## src/rtl/lut_table_loader_pkg.sv

```systemverilog
// Shared configuration for the programmable neuron LUT: load FSM states and geometry helpers.
// Pure elaboration-time content, no logic; latency and backpressure are defined by its users.
package lut_cfg_pkg;

    typedef enum logic [1:0] {
        EMPTY   = 2'd0,
        LOADING = 2'd1,
        READY   = 2'd2,
        ERROR   = 2'd3
    } lut_state_e;

    localparam int LUT_STATE_W = 2;

    function automatic int lut_depth(input int in_bits);
        return 1 << in_bits;
    endfunction

    function automatic int lut_epb(input int load_w, input int out_bits);
        return load_w / out_bits;
    endfunction

    function automatic int lut_nbeats(input int in_bits, input int out_bits, input int load_w);
        return (lut_depth(in_bits) * out_bits) / load_w;
    endfunction

    // A beat must hold whole entries and the table must be a whole number of beats.
    function automatic bit lut_cfg_ok(input int in_bits, input int out_bits, input int load_w);
        if (in_bits < 1 || out_bits < 1 || load_w < out_bits) return 1'b0;
        if ((load_w % out_bits) != 0) return 1'b0;
        if (((lut_depth(in_bits) * out_bits) % load_w) != 0) return 1'b0;
        return 1'b1;
    endfunction

    function automatic int lut_cnt_w(input int nbeats);
        return (nbeats <= 2) ? 1 : $clog2(nbeats);
    endfunction

endpackage

```

## src/rtl/lut_table_loader_if.sv

```systemverilog
// Bundle of the table-load stream, load status and lookup request/response between host side and LUT.
// Load stream is ready/valid; lookup path has no backpressure and a fixed one-cycle response.
interface lut_table_loader_if #(
    parameter int IN_BITS  = 8,
    parameter int OUT_BITS = 1,
    parameter int LOAD_W   = 8
) ();

    logic                load_start;
    logic                s_valid;
    logic                s_ready;
    logic [LOAD_W-1:0]   s_data;
    logic                s_last;
    logic                table_ok;
    logic                load_err;
    logic                in_valid;
    logic [IN_BITS-1:0]  in_data;
    logic                out_valid;
    logic [OUT_BITS-1:0] out_data;

    modport master (
        output load_start, s_valid, s_data, s_last, in_valid, in_data,
        input  s_ready, table_ok, load_err, out_valid, out_data
    );

    modport slave (
        input  load_start, s_valid, s_data, s_last, in_valid, in_data,
        output s_ready, table_ok, load_err, out_valid, out_data
    );

endinterface

```

## src/rtl/lut_table_loader_dist_ram.sv

```systemverilog
// DEPTH x OUT_BITS distributed RAM: one beat of EPB entries written per clock, asynchronous read.
// Write takes effect at the clock edge; read is combinational and is registered by the parent.
module lut_dist_ram #(
    parameter int IN_BITS  = 8,
    parameter int OUT_BITS = 1,
    parameter int EPB      = 8,
    parameter int BEAT_W   = 5
) (
    input  logic                    clk,
    input  logic                    we,
    input  logic [BEAT_W-1:0]       wbeat,
    input  logic [EPB*OUT_BITS-1:0] wdata,
    input  logic [IN_BITS-1:0]      raddr,
    output logic [OUT_BITS-1:0]     rdata
);

    localparam int DEPTH = 1 << IN_BITS;

    (* ram_style = "distributed", rom_style = "distributed" *)
    logic [OUT_BITS-1:0] mem [DEPTH];

    // Entry 0 of the beat sits in the LSBs and lands at the lowest address of the beat.
    always_ff @(posedge clk) begin
        if (we) begin
            for (int k = 0; k < EPB; k++) begin
                mem[IN_BITS'(int'(wbeat) * EPB + k)] <= wdata[k*OUT_BITS +: OUT_BITS];
            end
        end
    end

    assign rdata = mem[raddr];

endmodule

```

## src/rtl/lut_table_loader.sv

```systemverilog
// Runtime-loadable neuron LUT: fills a distributed RAM from a ready/valid beat stream, then serves lookups.
// Lookup latency 1 cycle, never stalls; s_ready is high only while loading and drops during a restart pulse.
module lut_table_loader
    import lut_cfg_pkg::*;
#(
    parameter int IN_BITS  = 8,
    parameter int OUT_BITS = 1,
    parameter int LOAD_W   = 8
) (
    input  logic               clk,
    input  logic               rst,
    lut_table_loader_if.slave  bus
);

    localparam int DEPTH  = lut_depth(IN_BITS);
    localparam int EPB    = lut_epb(LOAD_W, OUT_BITS);
    localparam int NBEATS = lut_nbeats(IN_BITS, OUT_BITS, LOAD_W);
    localparam int CNT_W  = lut_cnt_w(NBEATS);

    localparam logic [LUT_STATE_W-1:0] ST_EMPTY   = EMPTY;
    localparam logic [LUT_STATE_W-1:0] ST_LOADING = LOADING;
    localparam logic [LUT_STATE_W-1:0] ST_READY   = READY;
    localparam logic [LUT_STATE_W-1:0] ST_ERROR   = ERROR;

    localparam logic [CNT_W-1:0] LAST_BEAT = CNT_W'(NBEATS - 1);

    if (!lut_cfg_ok(IN_BITS, OUT_BITS, LOAD_W)) begin : g_bad_cfg
        $error("lut_table_loader: LOAD_W must be a multiple of OUT_BITS and divide DEPTH*OUT_BITS");
    end

    logic [LUT_STATE_W-1:0] state;
    logic [CNT_W-1:0]       beat_cnt;
    logic                   accept;
    logic                   at_last;
    logic                   serve;
    logic [OUT_BITS-1:0]    rd_data;
    logic                   out_valid_q;
    logic [OUT_BITS-1:0]    out_data_q;

    // A restart pulse wins over a beat presented in the same cycle, so that beat is refused.
    assign bus.s_ready  = (state == ST_LOADING) && !bus.load_start;
    assign accept       = bus.s_valid && bus.s_ready;
    assign at_last      = (beat_cnt == LAST_BEAT);
    assign bus.table_ok = (state == ST_READY);
    assign bus.load_err = (state == ST_ERROR);

    always_ff @(posedge clk) begin
        if (rst) begin
            state    <= ST_EMPTY;
            beat_cnt <= '0;
        end else if (bus.load_start) begin
            state    <= ST_LOADING;
            beat_cnt <= '0;
        end else if (accept) begin
            beat_cnt <= beat_cnt + CNT_W'(1);
            if (bus.s_last) begin
                state <= at_last ? ST_READY : ST_ERROR;
            end else if (at_last) begin
                state <= ST_ERROR;
            end
        end
    end

    lut_dist_ram #(
        .IN_BITS  (IN_BITS),
        .OUT_BITS (OUT_BITS),
        .EPB      (EPB),
        .BEAT_W   (CNT_W)
    ) u_ram (
        .clk   (clk),
        .we    (accept),
        .wbeat (beat_cnt),
        .wdata (bus.s_data),
        .raddr (bus.in_data),
        .rdata (rd_data)
    );

    // Writes only happen while loading and reads only while ready, so the ports never collide.
    assign serve = bus.in_valid && bus.table_ok;

    always_ff @(posedge clk) begin
        if (rst) begin
            out_valid_q <= 1'b0;
            out_data_q  <= '0;
        end else begin
            out_valid_q <= serve;
            if (serve) begin
                out_data_q <= rd_data;
            end
        end
    end

    assign bus.out_valid = out_valid_q;
    assign bus.out_data  = out_data_q;

endmodule

```

## src/flat_wrapper.sv

```systemverilog
// flat-port wrapper written by rule: the top's interface ports become plain ports
module lut_table_loader_flat import lut_cfg_pkg::*;
#(
    parameter int IN_BITS  = 8,
    parameter int OUT_BITS = 1,
    parameter int LOAD_W   = 8
)
  (clk, rst, bus_load_start, bus_s_valid, bus_s_data, bus_s_last, bus_in_valid, bus_in_data, bus_s_ready, bus_table_ok, bus_load_err, bus_out_valid, bus_out_data);
  lut_table_loader_if #(.IN_BITS(IN_BITS), .OUT_BITS(OUT_BITS), .LOAD_W(LOAD_W)) bus_i ();
  input  logic clk;
  input  logic rst;
  input wire logic [$bits(bus_i.load_start)-1:0] bus_load_start;
  input wire logic [$bits(bus_i.s_valid)-1:0] bus_s_valid;
  input wire logic [$bits(bus_i.s_data)-1:0] bus_s_data;
  input wire logic [$bits(bus_i.s_last)-1:0] bus_s_last;
  input wire logic [$bits(bus_i.in_valid)-1:0] bus_in_valid;
  input wire logic [$bits(bus_i.in_data)-1:0] bus_in_data;
  output wire logic [$bits(bus_i.s_ready)-1:0] bus_s_ready;
  output wire logic [$bits(bus_i.table_ok)-1:0] bus_table_ok;
  output wire logic [$bits(bus_i.load_err)-1:0] bus_load_err;
  output wire logic [$bits(bus_i.out_valid)-1:0] bus_out_valid;
  output wire logic [$bits(bus_i.out_data)-1:0] bus_out_data;
  assign bus_i.load_start = bus_load_start;
  assign bus_i.s_valid = bus_s_valid;
  assign bus_i.s_data = bus_s_data;
  assign bus_i.s_last = bus_s_last;
  assign bus_i.in_valid = bus_in_valid;
  assign bus_i.in_data = bus_in_data;
  assign bus_s_ready = bus_i.s_ready;
  assign bus_table_ok = bus_i.table_ok;
  assign bus_load_err = bus_i.load_err;
  assign bus_out_valid = bus_i.out_valid;
  assign bus_out_data = bus_i.out_data;
  lut_table_loader #(.IN_BITS(IN_BITS), .OUT_BITS(OUT_BITS), .LOAD_W(LOAD_W)) u_core (.clk(clk), .rst(rst), .bus(bus_i));
endmodule
```

## config.mk

```make
export PLATFORM = sky130hd
export DESIGN_NAME = lut_table_loader_flat
export DESIGN_NICKNAME = d
export VERILOG_FILES = /design/src/rtl/lut_table_loader_pkg.sv /design/src/rtl/lut_table_loader_if.sv /design/src/rtl/lut_table_loader_dist_ram.sv /design/src/rtl/lut_table_loader.sv /design/src/flat_wrapper.sv
export SDC_FILE = /design/constraint.sdc
export NUM_CORES = 1
export LEC_CHECK = 0
export ABC_AREA = 1
export ABC_CLOCK_PERIOD_IN_PS = 3100
export BUFFER_PORTS_ARGS = -buffer_cell sky130_fd_sc_hd__buf_2
export CAP_MARGIN = 30
export CORE_AREA = 2 2 169 171
export CTS_CLUSTER_SIZE = 10
export DETAILED_ROUTE_END_ITERATION = 12
export DIE_AREA = 0 0 171 173
export GPL_ROUTABILITY_DRIVEN = 0
export GPL_TIMING_DRIVEN = 0
export PLACE_DENSITY = 0.57
export SYNTH_ARGS = -nofsm -noshare
export SYNTH_HDL_FRONTEND = slang
export SYNTH_SLANG_ARGS = --single-unit
```

## constraint.sdc

```tcl
create_clock -name clk -period 3.1 [get_ports clk]
set_input_delay 0.465 -clock clk [delete_from_list [all_inputs] [get_ports clk]]
set_output_delay 0.465 -clock clk [all_outputs]
set_load 0.05 [all_outputs]
```

; ---- Word level (Yosys, flattened, before mapping)
; Memories as Yosys holds them, arrays and structs flattened. A register that Yosys moved wholly into a read port is not among the register bits.
; Index checks and enable logic that the tools add are counted.
[op_classes]
n_addsub = 8
n_reduce_logical = 10
eq_ne = 4
muxes = 7
[ops]
columns = op, count
row1 = "8-bit by 3-bit adder with 8-bit output, second input constant", 4
row2 = "8-bit by 2-bit adder with 8-bit output, second input constant", 2
row3 = "8-bit by 1-bit adder with 8-bit output, second input constant", 1
row4 = "5-bit by 1-bit adder with 5-bit output, second input constant", 1
row5 = "5-bit == test, second input constant", 1
row6 = 1-bit two-way mux, 5
row7 = "2-bit == test, second input constant", 2
row8 = 2-bit two-way mux, 2
row9 = 2-bit AND reduction, 2
row10 = 2-bit nonzero test, 2
row11 = 1-bit logical AND, 3
row12 = 3-bit nonzero test, 1
row13 = "2-bit by 1-bit == test with 1-bit output, second input constant", 1
row14 = 2-bit OR reduction, 1
row15 = 1-bit zero test, 1
[totals]
ram_bits = 256
input_bits = 22
reg_bits = 8
mem_count = 1
out_inout_bits = 5
[mem_list]
columns = memory, depth, word_bits, rd, rd_clocked_by_memory_dff, wr, line
row1 = u_core.u_ram.mem, 256, 1, 1, 1, 8, lut_table_loader_dist_ram.sv:20  ; logic [OUT_BITS-1:0] mem [DEPTH];

; ---- Logic depth before layout (Yosys ltp)
; Gate-level depths: netlist of run 1.
[logic_depth]
depth_word = 5
ltp_mapped = 15

; ---- Modules after synthesis
; Synthesis of run 1 repeated with hierarchy kept, for this count alone.
[hier_totals]
cells_unflattened = 964
hier_area_um2 = 10964.3
[modules_own_cells]
columns = module, cells_per_inst, n_inst, seq_area_each_um2, area_each_um2
row1 = lut_dist_ram, 902, 1, 7687.4, 10521.3
row2 = lut_table_loader, 62, 1, 180.2, 442.9

; ---- Worst setup path before layout of run 1
; Ideal clock, no wire load.
[synth_path]
path_kind = in2reg
startpoint = in bus_load_start
endpoint = mem u_core.u_ram.mem[184], enable pin
path_slack_ns = 0.415
stages = 7
arrival_time_ns = 2.315
cell_sequence = nor3_2 > nand2_1 > inv_1 > nand2_1 > nor3_1 > inv_1 > nor2_1
[synth_lines]
columns = item, line
row1 = from (decl), flat_wrapper.sv:12  ; input wire logic [$bits(bus_i.load_start)-1:0] bus_load_start;
row2 = to (decl), lut_table_loader_dist_ram.sv:20

==> results.cfg, run 1 <==
[floorplan]
num_rows = 61
io_pins = 27
fp.dieH_um = 173
initial_utilization_pct = 39.5
dieArea_mm2 = 0.0296
die_w_um = 171
design.core.area_mm2 = 0.0276

[sta]
setup_viol = 0
hold_slack_ps = 112
relSlewSlack_pct = 39.3
worst_pin_slew_ps = 910
hold_violations = 0
fmax_ghz = 0.387
finClkSkew_ps = 19.0
fin_crit_sh_pct = 83.3
grt_setup_unrepaired = false
setup-tns-final_ps = 0
slew_viol_final = 0
fin_crit_ps = 2580

[drt]
drt-wirelength-per-cell_um = 21.7
via_per_inst = 5.31
initialDrtViolationCount = 638
drc_errors = 0
drt_wl_total_mm = 30.3
final_antenna_net_count = 0
dr.pass1.iters = 5
vias = 7445

[cells_and_area]
nNetsFinal = 1023
mostFrequentLayoutCell = nand2_1
drive_above_1_share_pct = 9.58
antennaDiodeCount = 0
fin_area_mm2 = 0.0124
mostFrequentLayoutCells = nand2_1, edfxtp_1, nand3_1
areaGrowthSynthToFinish_pct = 13.4

[yosys]
synth-seq-cells = 265
syn_area_mm2 = 0.0109
synthCells = 944
yosys_warnings = 0
syn-num-nets = 968
yosysSeqAreaShare_pct = 72.0
yosysUniqueCellTypes = 20
syn_area_per_cell_um2 = 11.6

[worst_setup_path]
worstPathRequired_ps = 3270
cp.buffers_inverters = 3
reg2reg_depth = 7
crit_cells = 7
crit_path_start_kind = flip-flop
cpMaxStageDelayCell = nor2_1
path_cells = inv_1, nor3_2, nand2_1, inv_1, nand2_1, clkbuf_1, nor2_1
r2r-start = u_core.state[0]
reg2reg_slack_ps = 520
crit_family = simple AND/OR/NAND/NOR gates
cp_max_fo = 10
cp-startpoint = u_core.state[0]
crit_path_end_kind = flip-flop
reg2reg_to = u_core.u_ram.mem[236]
critPathKind = flip-flop to flip-flop
slowest_delay_ps = 680
crit_path_end = u_core.u_ram.mem[236]
worst_ep_arrival_time_ps = 2760

[pwr]
power.leakage_uw = 0.00442
power.density_mw_per_mm2 = 613
ir_worst_vdd_v = 0.000462

[clocking]
numCtsBuffers = 30
postCtsSetupBuffers = 0
cts_root_buffer = clkbuf_16
clk_pin_slew_ps = 60
cts_buffer_depth = 3
htree_levels = 1
clock_sinks = 265
cts-hold-fix-buffers = 0
cts_resized = 0
cts_tree = built
clk_latency_ps = 560

[grt]
first_global_vias = 7162
overflow = 0
grt_max_degree = 33
track_usage_pct = 20.4
grt_pass1_wl_mm = 44.1
antenna_found_initial = 0

[place]
hpwl_mm = 17.9
postPlaceCellArea_mm2 = 0.0115
io_buffers = 23

[run_status]
status = complete, no violations

[hold_path]
holdCritPathClass = input port to flip-flop

[job]
max_cap_viol_count = 0
==> layer usage <==
metal / up-vias / part of all wire, % / GRT usage [%]
li1: 3427 / - / -
met3: 58 / 7.5 / 3.57
met5: - / 0 / 0
met4: 0 / 2.6 / 6.60
met2: 294 / 48 / 33.3
met1: 3666 / 42 / 27.5
==> synth_stat cells, drive strengths merged <==
library cell  instances  area (um^2)
a211oi                1         7.51
a21oi                 4         20.0
a31oi                 2         12.5
buf                  44          312
clkbuf               10         37.5
dfxtp                 9          180
edfxtp              256         7690
ha                    2         25.0
inv                  27          101
nand2               284         1070
nand3               252         1260
nor2                 45          169
nor3                  3         20.0
o21a                  1         7.51
o21ai                 4         20.0
==> report_power, final <==
part           total, uW  switching [uW]  internal (uW)
logic                483             360            123
registers           3930            2.46           3930
clock network       3170            1330           1840
total               7590            1700           5890
==> kinds of logic (layout without fill, tap and decap cells) <==
family	count (synthesis)	after routing	share of synthesized area, %
and+or+nand+nor	584	584	23.0
DFF	265	265	72.0
buffers and inverters	81	160	4.12
AOI/OAI and AO/OA	12	12	0.618
adders and majority gates	2	2	0.229
==> stage by stage <==
| step | std cells | utilization (%) | total power (uW) | setup slack [ps] |
|---|---|---|---|---|
| after floorplan | 944 | - | 4260 | 415 |
| after global placement | 1345 | 41.7 | 4480 | 355 |
| after detailed placement | 1345 | 41.7 | 4490 | 292 |
| after CTS | 1401 | 44.8 | 7590 | 502 |
| after global routing | 1401 | 44.8 | 7770 | 353 |
| final | 1401 | 44.8 | 7590 | 517 |
==> worst min-delay path by stage <==
stage / startpoint / endpoint / cells past startpoint
2_1_floorplan: u_core.beat_cnt[2] / u_core.beat_cnt[2] / 1
3_3_place_gp: u_core.beat_cnt[2] / u_core.beat_cnt[2] / 1
3_5_place_dp: u_core.beat_cnt[0] / u_core.beat_cnt[0] / 2
4_1_cts: rst / u_core.state[0] / 2
5_1_grt: rst / u_core.state[0] / 2
6_report: rst / u_core.state[0] / 2
==> worst reg2reg max path, delay by kind of cell (launching register included) <==
| kind | cells | cell delay [ps] |
|---|---|---|
| flops | 1 | 350 |
| buf+inv | 3 | 660 |
| simple gates | 4 | 1200 |
==> state kept, by name, indices dropped and copies added (netlist names) <==
name,count
u_core.state,2
u_core.bus.out_data,1
u_core.beat_cnt,5
u_core.u_ram.mem,256
u_core.bus.out_valid,1
==> area by class of cell <==
| type | instances | area, um^2 |
|---|---|---|
| clock buffers | 55 | 855 |
| plain buffers | 54 | 349 |
| multi-input cells | 598 | 2610 |
| repair buffers | 23 | 115 |
| fillers | 2600 | 15200 |
| flip-flops and latches | 265 | 7870 |
| clock inverters | 1 | 16.3 |
| well taps | 378 | 473 |
| inverters | 27 | 101 |
No activity file was read; power rests on OpenSTA's default activity.
==> inputs of run 2 (changes only) <==
- ABC_CLOCK_PERIOD_IN_PS: 3100 -> 2100
- PLACE_DENSITY: 0.57 -> 0.59
- clock period: 3.1 -> 2.1 ns (I/O delays scaled with it)
==> run 2 against run 1 <==
Clock power increased by 48%. Via count is 1.2% lower. Hold slack worse by 93 ps. Combinational power rose by 49%. Register-to-register slack got worse by 470 ps. Sequential power is 48% higher. Largest power group unchanged. Final area up 2.1%. Largest cell class unchanged. Cell count up 0.14%. Highest routed layer unchanged. Non-clock buffer count up 2. Global-route usage up 0.18 points.
==> results.cfg, run 2 (same netlist as run 1, synthesis figures left out) <==
[run_status]
status = complete, no violations

[clocking]
clk_pin_slew_ps = 50
numCtsBuffers = 30
cts_tree = built
htree_levels = 1
clk_latency_ps = 570
cts_root_buffer = clkbuf_16
cts_buffer_depth = 3
clock_sinks = 265

[drt]
final_antenna_net_count = 0
vias = 7355
drc_errors = 0
dr.pass1.iters = 5
initialDrtViolationCount = 716
drt-wirelength-per-cell_um = 21.3
via_per_inst = 5.24
drt_wl_total_mm = 29.9

[worst_setup_path]
critPathMostFrequentCell = nor2_1
cp_max_fo = 8
r2r-start = u_core.state[0]
worstPathRequired_ps = 2290
crit_family = simple AND/OR/NAND/NOR gates
critPathKind = flip-flop to flip-flop
cpMaxStageDelayCell = nor2_1
crit_path_end_kind = flip-flop
cp.buffers_inverters = 1
reg2reg_slack_ps = 50
reg2reg_depth = 6
crit_cells = 6
path_cells = inv_1, nor3_4, nand2_2, nor2_1, nand3_1, nor2_1
reg2reg_to = u_core.u_ram.mem[50]
slowest_delay_ps = 590
worst_ep_arrival_time_ps = 2240
crit_path_start_kind = flip-flop
cp-startpoint = u_core.state[0]

[grt]
overflow = 0
met2_usage_pct = 32.9
grt_busiest_layer = met2
globalRouteMet1Util_pct = 28.1
grt_pass1_wl_mm = 44.7
antenna_found_initial = 0
grt_max_degree = 33
track_usage_pct = 20.5
first_global_vias = 7203
met3_usage_pct = 3.36

[job]
max_cap_viol_count = 0

[hold_path]
whs_path_depth = 3
min_to = u_core.bus.out_valid
holdCritPathClass = input port to flip-flop
worstHoldStart = bus_in_valid

[cells_and_area]
mostFrequentLayoutCell = nand2_1
areaGrowthSynthToFinish_pct = 15.7
fillCellCount = 2538
fin_area_mm2 = 0.0126
largest_register_ffs = 256
drive_above_1_share_pct = 13.4
nNetsFinal = 1025
antennaDiodeCount = 0
largest-register = u_core.u_ram.mem
reg.largest.list = u_core.u_ram.mem (256), u_core.beat_cnt (5), u_core.state (2)
mostFrequentLayoutCells = nand2_1, edfxtp_1, nand3_1

[floorplan]
num_rows = 61
die_w_um = 171
design.core.area_mm2 = 0.0276
dieArea_mm2 = 0.0296
fp.dieH_um = 173
io_pins = 27
initial_utilization_pct = 39.5

[sta]
hold_violations = 0
fin_crit_ps = 2050
fin_crit_sh_pct = 97.7
setup-tns-final_ps = 0
relSlewSlack_pct = 37.6
finClkSkew_ps = 29.3
slew_viol_final = 0
worst_pin_slew_ps = 936
fmax_ghz = 0.487
grt_setup_unrepaired = true
setup_viol = 0

[place]
postPlaceCellArea_mm2 = 0.0117
hpwl_mm = 17.7
io_buffers = 23

[pwr]
ir_worst_vdd_v = 0.000591
power.leakage_uw = 0.00445
power.density_mw_per_mm2 = 887
## run 2: cell count changes in the layout (fill, tap and decap cells not counted), sizes merged
cell | previous run | this run
buf | 67 | 69
clkbuf | 65 | 63
clkinv | 1 | 2
dlygate4sd3 | 0 | 1
## run 2: timing repair
item / CTS / global route
pin swaps: 0 / 3
resized for setup: 0 / 11
hold buffers: 1 / 0
setup endpoints to repair: 16 / 239
endpoints found under the hold margin: 2 / 0
setup buffers: 0 / 1
## run 2: per-layer routing
layer  up-vias  part of all wire (%)
met3        68                   7.9
li1       3435                     -
met4         0                   3.1
met2       344                    47
met1      3508                    42
met5         -                     0
## run 2: worst reg2reg max path, cell delays in order (launching register included)
cell	delay [ps]
dfxtp_1	340
inv_1	80
nor3_4	180
nand2_2	130
nor2_1	150
nand3_1	200
nor2_1	590
## run 2: final cells by class
class	instances	area (um^2)	share of cell area (%)
buffer	54	362	2.86
clock buffer	54	851	6.73
clock inverter	2	21.3	0.168
inverter	27	101	0.802
multi-input combinational	598	2820	22.3
sequential	265	7870	62.2
tap	378	473	3.74
timing repair buffer	25	145	1.15
## run 2: worst max-delay path by stage
stage | endpoint | slack, ps
floorplan | u_core.u_ram.mem[112] | -2
global placement | u_core.bus.out_data | -350
detailed placement | u_core.bus.out_data | -370
CTS | u_core.u_ram.mem[242] | -30
global route | u_core.u_ram.mem[51] | -180
finish | u_core.u_ram.mem[50] | 50
## run 2: metrics by stage
| stage | std cells | power (uW) | util (%) | setup slack, ps | hold WS (ps) |
|---|---|---|---|---|---|
| global route | 1403 | 11500 | 45.8 | -179 | 43.9 |
| global placement | 1345 | 6620 | 42.4 | -347 | 487 |
| floorplan | 944 | 6300 | - | -1.66 | 387 |
| finish | 1403 | 11200 | 45.8 | 48.1 | 18.7 |
| detailed placement | 1345 | 6630 | 42.4 | -369 | 503 |
| CTS | 1402 | 11300 | 45.6 | -32.0 | 9.72 |
## run 2: power breakdown
part	switching, uW	internal, uW	total (uW)
clock network	1980	2710	4680
logic	534	186	719
registers	3.71	5800	5810
==> inputs of run 3 (changes only) <==
- BUFFER_PORTS_ARGS: -buffer_cell sky130_fd_sc_hd__buf_2 -> unset
- DONT_BUFFER_PORTS: unset -> 1
- PLACE_DENSITY: 0.59 -> 0.58
==> run 3 against run 2 <==
The run now ends with setup timing left. Critical path type unchanged. Core utilization rose by 1.2 points. Final area grew 2.6%. Wire length up 3.9%. Non-clock buffer count up 1. Clock skew decreased by 12 ps. Clock power is 1% higher. Setup slack worse by 110 ps. Combinational power increased by 5.0%. Sequential share of layout area is 1.6 points lower. Hold slack got worse by 1.8 ps. Sequential cell count did not move. Count of clock-buffer cells in the layout increased by 2. Critical endpoint is now u_core.u_ram.mem[71].
==> results.cfg, run 3 (same netlist as run 1, synthesis figures left out) <==
[cells_and_area]
fin_area_mm2 = 0.0130
reg.largest.list = u_core.u_ram.mem (256), u_core.beat_cnt (5), u_core.state (2)
nNetsFinal = 1026
largest-register = u_core.u_ram.mem
largest_register_ffs = 256
finalNonFillerCells = 1404
drive_above_1_share_pct = 13.8
areaGrowthSynthToFinish_pct = 18.7
fillCellCount = 2502
mostFrequentLayoutCell = nand2_1
fin_util_pct = 46.9
antennaDiodeCount = 0
mostFrequentLayoutCells = nand2_1, edfxtp_1, nand3_1

[pwr]
ir_worst_vdd_v = 0.000711
power.density_mw_per_mm2 = 871
power.leakage_uw = 0.00456

[drt]
drt-wirelength-per-cell_um = 22.1
vias = 7463
final_antenna_net_count = 0
via_per_inst = 5.32
drc_errors = 0
dr.pass1.iters = 5
drt_wl_total_mm = 31.0
initialDrtViolationCount = 735

[clocking]
cts_tree = built
clk_latency_ps = 550
clk_pin_slew_ps = 60
htree_levels = 1
numCtsBuffers = 30
clock_sinks = 265
cts_buffer_depth = 3
cts_root_buffer = clkbuf_16

[floorplan]
num_rows = 61
design.core.area_mm2 = 0.0276
die_w_um = 171
dieArea_mm2 = 0.0296
initial_utilization_pct = 39.5
fp.dieH_um = 173
io_pins = 27

[grt]
overflow = 0
antenna_found_initial = 0
grt_max_degree = 33
grt_pass1_wl_mm = 45.9
first_global_vias = 7262
track_usage_pct = 21.1

[sta]
setup_slack_ps = -62.5
setup_viol = 48
setup-tns-final_ps = -1460
slew_viol_final = 0
finClkSkew_ps = 17.2
grt_setup_unrepaired = true
fin_crit_ps = 2160
worst_pin_slew_ps = 920
hold_slack_ps = 16.9
fmax_ghz = 0.462
fin_crit_sh_pct = 103
relSlewSlack_pct = 38.5
hold_violations = 0

[run_status]
violations = setup timing
status = complete, but fails checks

[place]
postPlaceCellArea_mm2 = 0.0116
dp_cells = 1322
io_buffers = 0
hpwl_mm = 17.8

[worst_setup_path]
critPathKind = flip-flop to flip-flop
cp_max_fo = 8
worstPathRequired_ps = 2320
worst_ep_arrival_time_ps = 2380
crit_path_start_kind = flip-flop
crit_path_end_kind = flip-flop

[job]
max_cap_viol_count = 0

[hold_path]
holdCritPathClass = input port to flip-flop
[run 3: changes by cell type in the layout (fill, tap and decap cells not counted), sizes merged]
cell | previous run | this run
buf | 69 | 66
dlygate4sd3 | 1 | 4
clkbuf | 63 | 66
clkinv | 2 | 1
inv | 27 | 26
[run 3: power by group]
| group | internal (uW) | switching (uW) | leakage [uW] |
|---|---|---|---|
| clock network | 2770 | 1970 | 0.000418 |
| logic | 219 | 536 | 0.00177 |
| registers | 5800 | 4.35 | 0.00237 |
[run 3: per-stage QoR]
| step | worst slack [ps] | power [uW] |
|---|---|---|
| floorplan | -1.66 | 6300 |
| global placement | -425 | 6500 |
| detailed placement | -450 | 6500 |
| CTS | -28.1 | 11300 |
| global route | -130 | 11600 |
| finish | -62.5 | 11300 |
[run 3: layer usage]
layer	wire length, um	global-route usage (%)
met5	0	0
met4	724	6.18
met3	2300	3.25
met2	15000	34.5
met1	13000	29.1
[run 3: what timing repair did]
item	in CTS	in global routing
hold buffers	12	0
setup buffers	10	3
hold endpoints to repair	262	0
setup endpoints to repair	257	222
cloned	0	1
pin swaps	11	7
gates resized for setup	24	10
[run 3: worst paths after layout]
kind                                         start              endpoint  slack, ps  depth (start not counted)
worst max-delay path               u_core.state[1]  u_core.u_ram.mem[71]        -60                          6
worst min-delay path                           rst   u_core.bus.out_data         20                          4
worst max register to register     u_core.state[1]  u_core.u_ram.mem[71]        -60                          6
worst min register to register  u_core.beat_cnt[4]    u_core.beat_cnt[4]        530                          2
[run 3: area by class of cell]
type                    instances  area, um^2  share of cell area [%]
plain buffers                  54         393                    3.03
clock buffers                  56         880                    6.78
flip-flops and latches        265        7870                    60.7
well taps                     378         473                    3.65
multi-input cells             598        2890                    22.3
inverters                      27         109                   0.839
repair buffers                 26         359                    2.77
[run 3: worst max-delay path, cell delays in order, from the launching register on]
cell and delay (ps):
dfxtp_2 330, nor3_4 520, nand2_2 200, nor2_4 190, clkinv_4 120, clkbuf_16 200
nor2_4 270
